===== config.mk =====
export PLATFORM = sky130hd
export DESIGN_NAME = sprite_blitter
export DESIGN_NICKNAME = d
export VERILOG_FILES = /design/src/rtl/sprite_blitter.sv
export SDC_FILE = /design/constraint.sdc
export NUM_CORES = 1
export LEC_CHECK = 0
export BUFFER_PORTS_ARGS = -buffer_cell sky130_fd_sc_hd__buf_2
export CAP_MARGIN = 30
export CORE_UTILIZATION = 50
export CTS_BUF_LIST = sky130_fd_sc_hd__clkbuf_4 sky130_fd_sc_hd__clkbuf_8
export CTS_CLUSTER_SIZE = 28
export DETAILED_ROUTE_END_ITERATION = 7
export PLACE_DENSITY = 0.83
export SETUP_SLACK_MARGIN = 0.1
export SLEW_MARGIN = 20
export SYNTH_ARGS = -nofsm -noshare
export SYNTH_HDL_FRONTEND = slang
export SYNTH_SLANG_ARGS = --single-unit

===== constraint.sdc =====
create_clock -name clk -period 2.05 [get_ports clk]
set_clock_uncertainty 0.15 [all_clocks]
set_input_delay 0.1025 -clock clk [delete_from_list [all_inputs] [get_ports clk]]
set_output_delay 0.1025 -clock clk [all_outputs]
set_load 0.005 [all_outputs]

===== src/rtl/sprite_blitter.sv =====
// Sprite ROM reader: walks one sprite row by row and serialises it into (x, y, on) pixel beats.
// Optional build macro SPRITE_TRANSPARENT_EN drops beats for 0 pixels.
module sprite_blitter #(
    parameter int ADDR_WIDTH  = 8,
    parameter int DATA_WIDTH  = 32,
    parameter int SPRITE_ROWS = 32,
    parameter int NUM_SPRITES = 4,
    parameter int COORD_W     = 10,
    localparam int IDX_W      = $clog2(NUM_SPRITES)
) (
    input  logic                  clk,
    input  logic                  rst,
    input  logic                  start,
    input  logic [IDX_W-1:0]      spr_idx,
    input  logic [COORD_W-1:0]    x0,
    input  logic [COORD_W-1:0]    y0,
    output logic                  busy,
    output logic                  done,
    output logic [ADDR_WIDTH-1:0] rom_addr,
    input  logic [DATA_WIDTH-1:0] rom_data,
    output logic                  px_valid,
    input  logic                  px_ready,
    output logic [COORD_W-1:0]    px_x,
    output logic [COORD_W-1:0]    px_y,
    output logic                  px_on
);

    localparam int COL_W = $clog2(DATA_WIDTH);
    localparam int ROW_W = $clog2(SPRITE_ROWS);
    localparam logic [COL_W-1:0] LAST_COL = COL_W'(DATA_WIDTH - 1);
    localparam logic [ROW_W-1:0] LAST_ROW = ROW_W'(SPRITE_ROWS - 1);

    typedef enum logic [1:0] {IDLE, FETCH, SHIFT, DONE} state_t;

    state_t                state, next_state;
    logic [IDX_W-1:0]      spr_q;
    logic [COORD_W-1:0]    x0_q, y0_q;
    logic [ROW_W-1:0]      row;
    logic [COL_W-1:0]      col;
    logic [DATA_WIDTH-1:0] shreg;
    logic                  pix_bit, emit, on_val, adv;

    function automatic logic [ADDR_WIDTH-1:0] addr_of(input logic [IDX_W-1:0] idx,
                                                      input logic [ROW_W-1:0] r);
        return ADDR_WIDTH'(int'(idx) * SPRITE_ROWS + int'(r));
    endfunction

    // Coordinates come straight from registers, so they cannot move while a beat is stalled.
    assign px_x    = x0_q + COORD_W'(col);
    assign px_y    = y0_q + COORD_W'(row);
    assign pix_bit = shreg[LAST_COL - col];

`ifdef SPRITE_TRANSPARENT_EN
    assign emit   = pix_bit;
    assign on_val = 1'b1;
`else
    assign emit   = 1'b1;
    assign on_val = pix_bit;
`endif

    // NOTE: every output of an always_comb gets a default first; a path that leaves one unassigned infers a latch.
    always_comb begin
        next_state = state;
        busy       = 1'b0;
        done       = 1'b0;
        px_valid   = 1'b0;
        px_on      = 1'b0;
        adv        = 1'b0;
        case (state)
            IDLE: if (start) next_state = FETCH;
            FETCH: begin
                busy       = 1'b1;
                next_state = SHIFT;
            end
            SHIFT: begin
                busy     = 1'b1;
                px_valid = emit;
                px_on    = emit & on_val;
                // A suppressed (transparent) pixel advances without waiting for the writer.
                adv      = (emit & px_ready) | ~emit;
                if (adv && col == LAST_COL)
                    next_state = (row == LAST_ROW) ? DONE : FETCH;
            end
            DONE: begin
                done       = 1'b1;
                next_state = IDLE;
            end
            default: next_state = IDLE;
        endcase
    end

    // NOTE: sequential state uses non-blocking assignments so every register samples pre-edge values.
    always_ff @(posedge clk) begin
        if (rst) begin
            state    <= IDLE;
            spr_q    <= '0;
            x0_q     <= '0;
            y0_q     <= '0;
            row      <= '0;
            col      <= '0;
            shreg    <= '0;
            rom_addr <= '0;
        end else begin
            state <= next_state;
            case (state)
                IDLE: if (start) begin
                    spr_q    <= spr_idx;
                    x0_q     <= x0;
                    y0_q     <= y0;
                    row      <= '0;
                    col      <= '0;
                    rom_addr <= addr_of(spr_idx, '0);
                end
                FETCH: begin
                    shreg <= rom_data;
                    col   <= '0;
                end
                SHIFT: if (adv) begin
                    col <= col + COL_W'(1);
                    // Address for the next row is registered here so it is stable throughout FETCH.
                    if (col == LAST_COL && row != LAST_ROW) begin
                        row      <= row + ROW_W'(1);
                        rom_addr <= addr_of(spr_q, row + ROW_W'(1));
                    end
                end
                default: ;
            endcase
        end
    end

endmodule


---- Word-level counts from Yosys, hierarchy flattened ----
Index checks and enable logic that the tools add are counted.
storage, ports and cells
  register bits ........................... 74
  output and inout bits ................... 32
  word-level logic and storage cells ...... 56
  input bits .............................. 58
operators by class
  $add $sub $neg .......................... 6
  reductions and logical operators ........ 10
  $lt $le $gt $ge ......................... 1
  equal/unequal tests ..................... 10
  multiplexer cells ....................... 21
operators with widths
  operator                                                     count
  2-to-1 mux 8 bit                                             3
  adder 10 x 5 -> 10 bit                                       2
  2-to-1 mux 5 bit                                             4
  case mux 8 bit (2 select lines)                              1
  case mux 5 bit (3 select lines)                              1
  adder 5 x 1 -> 5 bit (second input constant)                 2
  equality test 5 bit (second input constant)                  2
  case mux 5 bit (2 select lines)                              1
  adder 7 x 5 -> 8 bit                                         1
  != test 2 bit (second input constant)                        4
  case mux 2 bit (4 select lines)                              1
  less-than comparator 5 x 6 -> 1 bit (second input constant)  1
  2-to-1 mux 1 bit                                             6
  2-to-1 mux 2 bit                                             3
  binary-select mux 1 bit (select 5 bit)                       1
  != test 5 bit (second input constant)                        1
  subtractor 5 bit (first input constant)                      1
  equality test 2 bit (second input constant)                  2
  AND reduction 2 bit                                          2
  AND reduction 4 bit                                          1
  AND reduction 3 bit                                          1
  nonzero test 3 bit                                           1
  equality test 2 x 1 -> 1 bit (second input constant)         1
  logical AND 1 bit                                            2
  other kinds (3)                                              3

---- Logic depth before layout (Yosys ltp) ----
Gate-level depths: netlist of run 1.
  depth in word-level cells ............... 5
  depth in mapped cells ................... 9
  gate-level depth less buffers ........... 8

---- Worst setup path after synthesis of run 1 ----
OpenSTA, ideal clock, no wires.
  kind .................................... reg-to-reg
  start ................................... reg row[1]
  end ..................................... reg row[0]
  path slack .............................. -0.101 ns
  required time ........................... 1.835 ns
  cell stages (with the launch flop) ...... 10
  arrival ................................. 1.936 ns
  path through ............................ dfxtp_1 > ha_1 > and3_1 > ha_1 > and2_1 > a2111oi_2 > buf_2 > nor3b_1 > a21oi_1 > nor2_1
on the way
  cells in the longest elaborated chain, start to end .. 4
ends and longest elaborated chain
  item                                  RTL line  text
  from (decl)                           38        logic [ROW_W-1:0] row;
  from (signal assigned)                122       row <= row + ROW_W'(1);
  != test 5 bit                         121       if (col == LAST_COL && row != LAST_ROW) begin
  logical AND 1 bit                     121
  != test 2 bit (no source line)        --
  AND reduction 4 bit (no source line)  --
Every way passes these cells.
A chain may end at the register's enable or synchronous reset.

---- Final worst setup path of run 1 ----
  start ................................... reg row[0]
  end ..................................... out px_y[8]
on the way
  cells in the longest elaborated chain, start to end .. 1
ends and longest elaborated chain
  item                    RTL line  text
  adder 10 x 5 -> 10 bit  50        assign px_y = y0_q + COORD_W'(row);
  to (decl)               24        output logic [COORD_W-1:0] px_y,
Every way passes these cells.

==> results.sh, run 1 <==
export IMPL_synthCells=400
export IMPL_vias=3670
export IMPL_final_min_clock_period_ns=2.42
export IMPL_worstSetupEndpointType="output pin"
export IMPL_syn_to_final_growth_pct=53.1
export IMPL_power_w=0.00467
export IMPL_period_share_pct=118
export IMPL_arrival_ns=2.17
export IMPL_synth_most_common_cell="dfxtp_1"
export IMPL_grt_pass1_wl_um=17700
export IMPL_cts_tree="done"
export IMPL_via_per_inst=5.49
export IMPL_peakVddDrop_mv=0.742
export IMPL_die_w_um=86.6
export IMPL_pwr_density_cell_nw_per_um2=851
export IMPL_dp_final_hpwl_um=6060
export IMPL_setup_viol=20
export IMPL_setup_slack_ns=-0.368
export IMPL_ys_types=43
export IMPL_synth_area_um2=3580
export IMPL_synth_common_cells="dfxtp_1 (68), nand2_1 (66), nor2_1 (44), a21oi_1 (38), mux2i_1 (36)"
export IMPL_relSlewSlack_pct=60.6
export IMPL_syn_area_per_cell_um2=8.95
export IMPL_grt_setup_unrepaired="yes"
export IMPL_dr_pass1_iters=4
export IMPL_die_height_um=86.6
export IMPL_async_reset_ff_share_pct=0
export IMPL_crit_chain="ha_4, fa_2, a21o_1, a21oi_2, nor2b_2, o2111ai_2, xnor2_1, buf_2"
export IMPL_overflow=0
export IMPL_critical_path_class="reg -> out"
export IMPL_critPathSlowestCell="fa_2"
export IMPL_failed_checks="negative setup slack"
export IMPL_fillers=396
export IMPL_synth_ff_type="dfxtp_1"
export IMPL_drv_cap=0
export IMPL_ys_seq_area_share_pct=38.0
export IMPL_leakage_nw=2.34
export IMPL_antenna_cells=0
export IMPL_final_area_um2=5480
export IMPL_slowest_delay_ns=0.37
export IMPL_clk_pin_slew_ns=0.07
export IMPL_grt_max_degree=43
export IMPL_htreeDepth=3
export IMPL_grtUsageTotal_pct=30.5
export IMPL_grt_pass1_vias=3897
export IMPL_hold_viol=0
export IMPL_routed_wl_um=11100
export IMPL_cts_sinks=68
export IMPL_drv_slew=0
export IMPL_core_area_um2=6870
export IMPL_drc_errors=0
export IMPL_synth_top_area_share_pct=38.0
export IMPL_synth_area_leaders="dfxtp_1 (38%), mux2i_1 (10%), nand2_1 (6.9%)"
export IMPL_timing_fmax_ghz=0.414
export IMPL_post_route_util_pct=79.8
export IMPL_place_inst=581
export IMPL_cts_root_buf="clkbuf_8"
export IMPL_ys_seq_elements=68
export IMPL_clk_latency_ns=0.35
export IMPL_wl_per_cell_um=16.6
export IMPL_routabilityCongestion=0.816
export IMPL_antenna_found_initial=0
export IMPL_die_area_um2=7500
export IMPL_final_nets=645
export IMPL_io_pins=90
export IMPL_worstPathRequired_ns=1.80
export IMPL_drtIter0Drc=221
export IMPL_worstHoldPathType="in -> reg"
export IMPL_startpoint_type="flop"
export IMPL_crit_path_max_fanout=2
export IMPL_yosysWarnings=0
export IMPL_yosysTopAreaCell="dfxtp_1"
export IMPL_portBuffers=88
export IMPL_start_util_pct=52.1
export IMPL_worst_pin_slew_ns=0.591
export IMPL_cts_buffers=9
export IMPL_final_setup_tns_ns=-3.49
export IMPL_ant_nets=0
export IMPL_cts_buffer_depth=2
export IMPL_synth_edff_count=0
export IMPL_placedInstanceArea_um2=4210
export IMPL_drive_gt1_share_pct=37.8
export IMPL_status="complete, but fails checks"
export IMPL_stdcell_count=668
export IMPL_num_rows=30
export IMPL_syn_nets=478
-- layout make-up --
type / instances / area (um2) / share of cell area (%)
flip-flops and latches: 68 / 1380 / 25.2
clock inverters: 6 / 111 / 2.03
multi-input cells: 293 / 2340 / 42.6
clock buffers: 10 / 138 / 2.51
repair buffers: 181 / 1340 / 24.4
well taps: 96 / 120 / 2.19
inverters: 14 / 52.6 / 0.959
-- power by group --
| part | leakage, nW | internal [W] | switching, W | total [W] |
|---|---|---|---|---|
| combinational | 1.66 | 0.000800 | 0.000793 | 0.00159 |
| sequential | 0.561 | 0.00153 | 0.000165 | 0.00169 |
| clock | 0.122 | 0.000841 | 0.000539 | 0.00138 |
-- sequential cells by signal, indices dropped and copies added, names as in the netlist --
register,count
state,2
row,4
spr_q,2
shreg,32
rom_addr,3
col,5
y0_q,10
x0_q,10
-- critical path, delay by kind of cell, from the launching register on --
family	cells	cell delay (ns)
AOI/OAI and AO/OA	3	0.56
adders and majority gates	2	0.54
DFF	1	0.34
xor gates and xnor gates	1	0.15
buffers and inverters	1	0.14
and+or+nand+nor	1	0.09
-- metrics by stage --
stage / hold slack [ns] / setup slack [ns]
detailed placement: 0.196 / -0.175
floorplan: 0.0885 / 0.104
CTS: 0.0686 / -0.361
global placement: 0.184 / -0.0565
finish: 0.0875 / -0.368
global route: 0.0990 / -0.475
-- kinds of logic after synthesis --
| family | Yosys count | share of synthesized area [%] |
|---|---|---|
| and+or+nand+nor | 149 | 18.6 |
| muxes | 44 | 15.6 |
| xor gates and xnor gates | 11 | 2.69 |
| DFF | 68 | 38.0 |
| other | 1 | 0.105 |
| buffers and inverters | 39 | 5.66 |
| adders and majority gates | 20 | 7.41 |
| AOI/OAI and AO/OA | 68 | 11.9 |
-- final timing paths --
kind	start	endpoint	slack (ns)	cells after the start
worst max-delay path	row[0]$_SDFFE_PP0P_	px_y[8]	-0.37	8
worst min-delay path	rst	shreg[6]$_SDFFE_PP0N_	0.09	2
worst min register to register	x0_q[3]$_SDFFE_PP0P_	x0_q[3]$_SDFFE_PP0P_	0.32	2
worst max register to register	col[0]$_SDFFE_PP0P_	row[3]$_SDFFE_PP0P_	-0.18	10
-- cell usage in the layout (no fill, tap or decap), drive strengths merged, types with 3 or more instances in the layout --
cell	count
mux4	8
inv	14
and3	3
a21o	3
ha	18
nand2	66
nor2	44
a21oi	38
dlygate4sd3	54
dfxtp	68
o21ai	6
buf	127
o311ai	4
nor2b	6
xnor2	10
a211oi	8
mux2i	36
nor3	6
nand3	6
clkbuf	10
nor3b	9
bufinv	3
-- routing by layer --
metal / vias up / GRT usage [%] / share of wire [%]
met1: 1756 / 31.8 / 38
met4: 0 / 17.3 / 4.0
met2: 148 / 56.6 / 52
met3: 44 / 6.57 / 5.3
li1: 1722 / - / -
met5: - / 0 / 0
-- timing repair --
item,4_1_cts,5_1_grt
setup endpoints to repair,23,27
setup buffers,14,7
gates resized for setup,67,29
gates cloned,1,0
hold endpoints to repair,56,0
hold buffers,54,0
pin swaps,28,18
Power figures use the tool's default switching activity.
==> run 2: changes to the inputs <==
--- a/config.mk
+++ b/config.mk
@@ -12,6 +12,7 @@
 export CTS_CLUSTER_SIZE = 28
 export DETAILED_ROUTE_END_ITERATION = 7
 export PLACE_DENSITY = 0.83
+export REMOVE_ABC_BUFFERS = 1
 export SETUP_SLACK_MARGIN = 0.1
 export SLEW_MARGIN = 20
 export SYNTH_ARGS = -nofsm -noshare
==> run 2 against run 1 <==
The run still ends with negative setup slack left. Global-route usage fell by 3.0 points. Core utilization increased by 0.25 points. Worst hold slack gained 0.013 ns. Combinational power is essentially flat. Non-clock buffer count is 10 higher. Routed wire length decreased by 7.1%. Sequential share of layout area shrank 0.13 points. Maximum frequency is 2.0% higher. Clock-buffer cell count is 2 higher. First-iteration DRC count is 41% lower.
==> results.sh, run 2 (synthesis results as in run 1) <==
export IMPL_final_min_clock_period_ns=2.37
export IMPL_antenna_cells=0
export IMPL_dp_final_hpwl_um=5900
export IMPL_hold_viol=0
export IMPL_io_pins=90
export IMPL_r2r_start="col[0]$_SDFFE_PP0P_"
export IMPL_largest_reg_flops=32
export IMPL_min_from="rst"
export IMPL_slowest_delay_ns=0.36
export IMPL_core_area_um2=6870
export IMPL_clk_pin_slew_ns=0.08
export IMPL_switching_share_pct=32.4
export IMPL_worstPathRequired_ns=1.80
export IMPL_grt_pass1_wl_um=15900
export IMPL_grt_max_degree=33
export IMPL_largest_register="shreg"
export IMPL_p_seq_share_pct=37.7
export IMPL_failed_checks="negative setup slack"
export IMPL_ant_nets=0
export IMPL_relSlewSlack_pct=59.0
export IMPL_internal_power_w=0.00300
export IMPL_final_nets=655
export IMPL_die_w_um=86.6
export IMPL_power_w=0.00444
export IMPL_antenna_found_initial=0
export IMPL_drtIter0Drc=130
export IMPL_drv_cap=0
export IMPL_status="complete, but fails checks"
export IMPL_reg_top3="shreg x32, x0_q x10, y0_q x10"
export IMPL_drc_errors=0
export IMPL_startpoint_type="flop"
export IMPL_critPathTopFamily="compound AO/OA/AOI/OAI gates"
export IMPL_clkPwrFrac_pct=25.9
export IMPL_num_rows=30
export IMPL_post_route_util_pct=80.1
export IMPL_cts_sinks=68
export IMPL_syn_to_final_growth_pct=53.6
export IMPL_r2r_slack_ns=-0.10
export IMPL_crit_chain="ha_4, fa_2, a21o_1, a21oi_2, nor2b_2, o2111ai_2, xnor2_1, buf_2"
export IMPL_p_switching_w=0.00144
export IMPL_leakage_nw=2.36
export IMPL_combinationalPowerShare_pct=36.4
export IMPL_die_height_um=86.6
export IMPL_timing_fmax_ghz=0.422
export IMPL_setup_viol=21
export IMPL_via_per_inst=5.23
export IMPL_portBuffers=88
export IMPL_drive_gt1_share_pct=36.9
export IMPL_grtUsageTotal_pct=27.5
export IMPL_cts_buffer_depth=2
export IMPL_htreeDepth=3
export IMPL_arrival_ns=2.12
export IMPL_critical_path_class="reg -> out"
export IMPL_start_util_pct=52.1
export IMPL_period_share_pct=116
export IMPL_drv_slew=0
export IMPL_crit_start="row[0]$_SDFFE_PP0P_"
export IMPL_routabilityCongestion=0.814
export IMPL_crit_path_max_fanout=2
export IMPL_die_area_um2=7500
export IMPL_cts_buffers=9
export IMPL_critPathSlowestCell="dfxtp_4"
export IMPL_wl_per_cell_um=15.2
export IMPL_pwr_density_cell_nw_per_um2=807
export IMPL_final_cell_mix="buf_2 (88), nand2_1 (63), dfxtp_1 (60), dlygate4sd3_1 (54), nor2_1 (43)"
export IMPL_routed_wl_um=10300
export IMPL_peakVddDrop_mv=0.658
export IMPL_layout_commonest_cell="buf_2"
export IMPL_crit_buf_inv=1
export IMPL_dr_pass1_iters=4
export IMPL_cts_root_buf="clkbuf_8"
export IMPL_worstHoldPathType="in -> reg"
export IMPL_grt_pass1_vias=3632
export IMPL_setup_slack_ns=-0.320
export IMPL_vias=3543
export IMPL_cts_tree="done"
export IMPL_grt_setup_unrepaired="yes"
export IMPL_worstSetupEndpointType="output pin"
export IMPL_clk_latency_ns=0.34
export IMPL_worst_pin_slew_ns=0.615
export IMPL_overflow=0
## run 2: worst reg2reg max path, delay by kind of cell, from the launching register on
kind	cells	cell delay, ns
compound gates	2	0.35
simple gates	4	0.54
fa+ha+maj	2	0.25
buf+inv	3	0.42
flops	1	0.36
## run 2: path summary, 6_finish.rpt
| kind | end | cells after the start |
|---|---|---|
| max | px_y[8] | 8 |
| min | shreg[31]$_SDFFE_PP0N_ | 2 |
| max reg2reg | row[0]$_SDFFE_PP0P_ | 11 |
| min reg2reg | spr_q[1]$_SDFFE_PP0P_ | 2 |
## run 2: area by class of cell
type	instances	area, um2
Inverter	14	52.6
Clock inverter	4	47.5
Multi-Input combinational cell	293	2300
Tap cell	96	120
Fill cell	416	1370
Clock buffer	12	159
Sequential cell	68	1380
Timing Repair Buffer	191	1440
## run 2: routing by layer
layer / share of wire (%) / up-vias / track usage [%]
met2: 53 / 104 / 53.2
met1: 41 / 1678 / 28.9
met5: 0 / - / 0
li1: - / 1743 / -
met4: 1.8 / 0 / 10.9
met3: 3.6 / 18 / 5.71
## run 2: timing repair
item,in CTS,in global routing
endpoints found under the hold margin,56,0
gates cloned,1,0
hold buffers,54,0
pin swaps,21,23
setup buffers,12,8
gates resized for setup,59,35
endpoints found under the setup margin,23,25
## run 2: power by group through the flow
| stage | registers (W) | clock network, W | logic [W] |
|---|---|---|---|
| final | 0.00167 | 0.00115 | 0.00161 |
| after global routing | 0.00169 | 0.00121 | 0.00176 |
| after CTS | 0.00166 | 0.00115 | 0.00148 |
| after detailed placement | 0.00168 | 0 | 0.00133 |
| after global placement | 0.00166 | 0 | 0.00128 |
| after floorplan | 0.00165 | 0 | 0.000831 |
## run 2: per-stage QoR
stage	setup WS (ns)	hold slack, ns	setup TNS (ns)	instances	instance area (um2)
2_1_floorplan	-0.399	0.0216	-5.49	375	3430
3_3_place_gp	-0.140	0.184	-0.658	589	4270
3_5_place_dp	-0.177	0.193	-1.39	589	4270
4_1_cts	-0.328	0.0749	-2.78	671	5290
5_1_grt	-0.457	0.123	-5.32	678	5500
6_report	-0.320	0.100	-3.39	678	5500
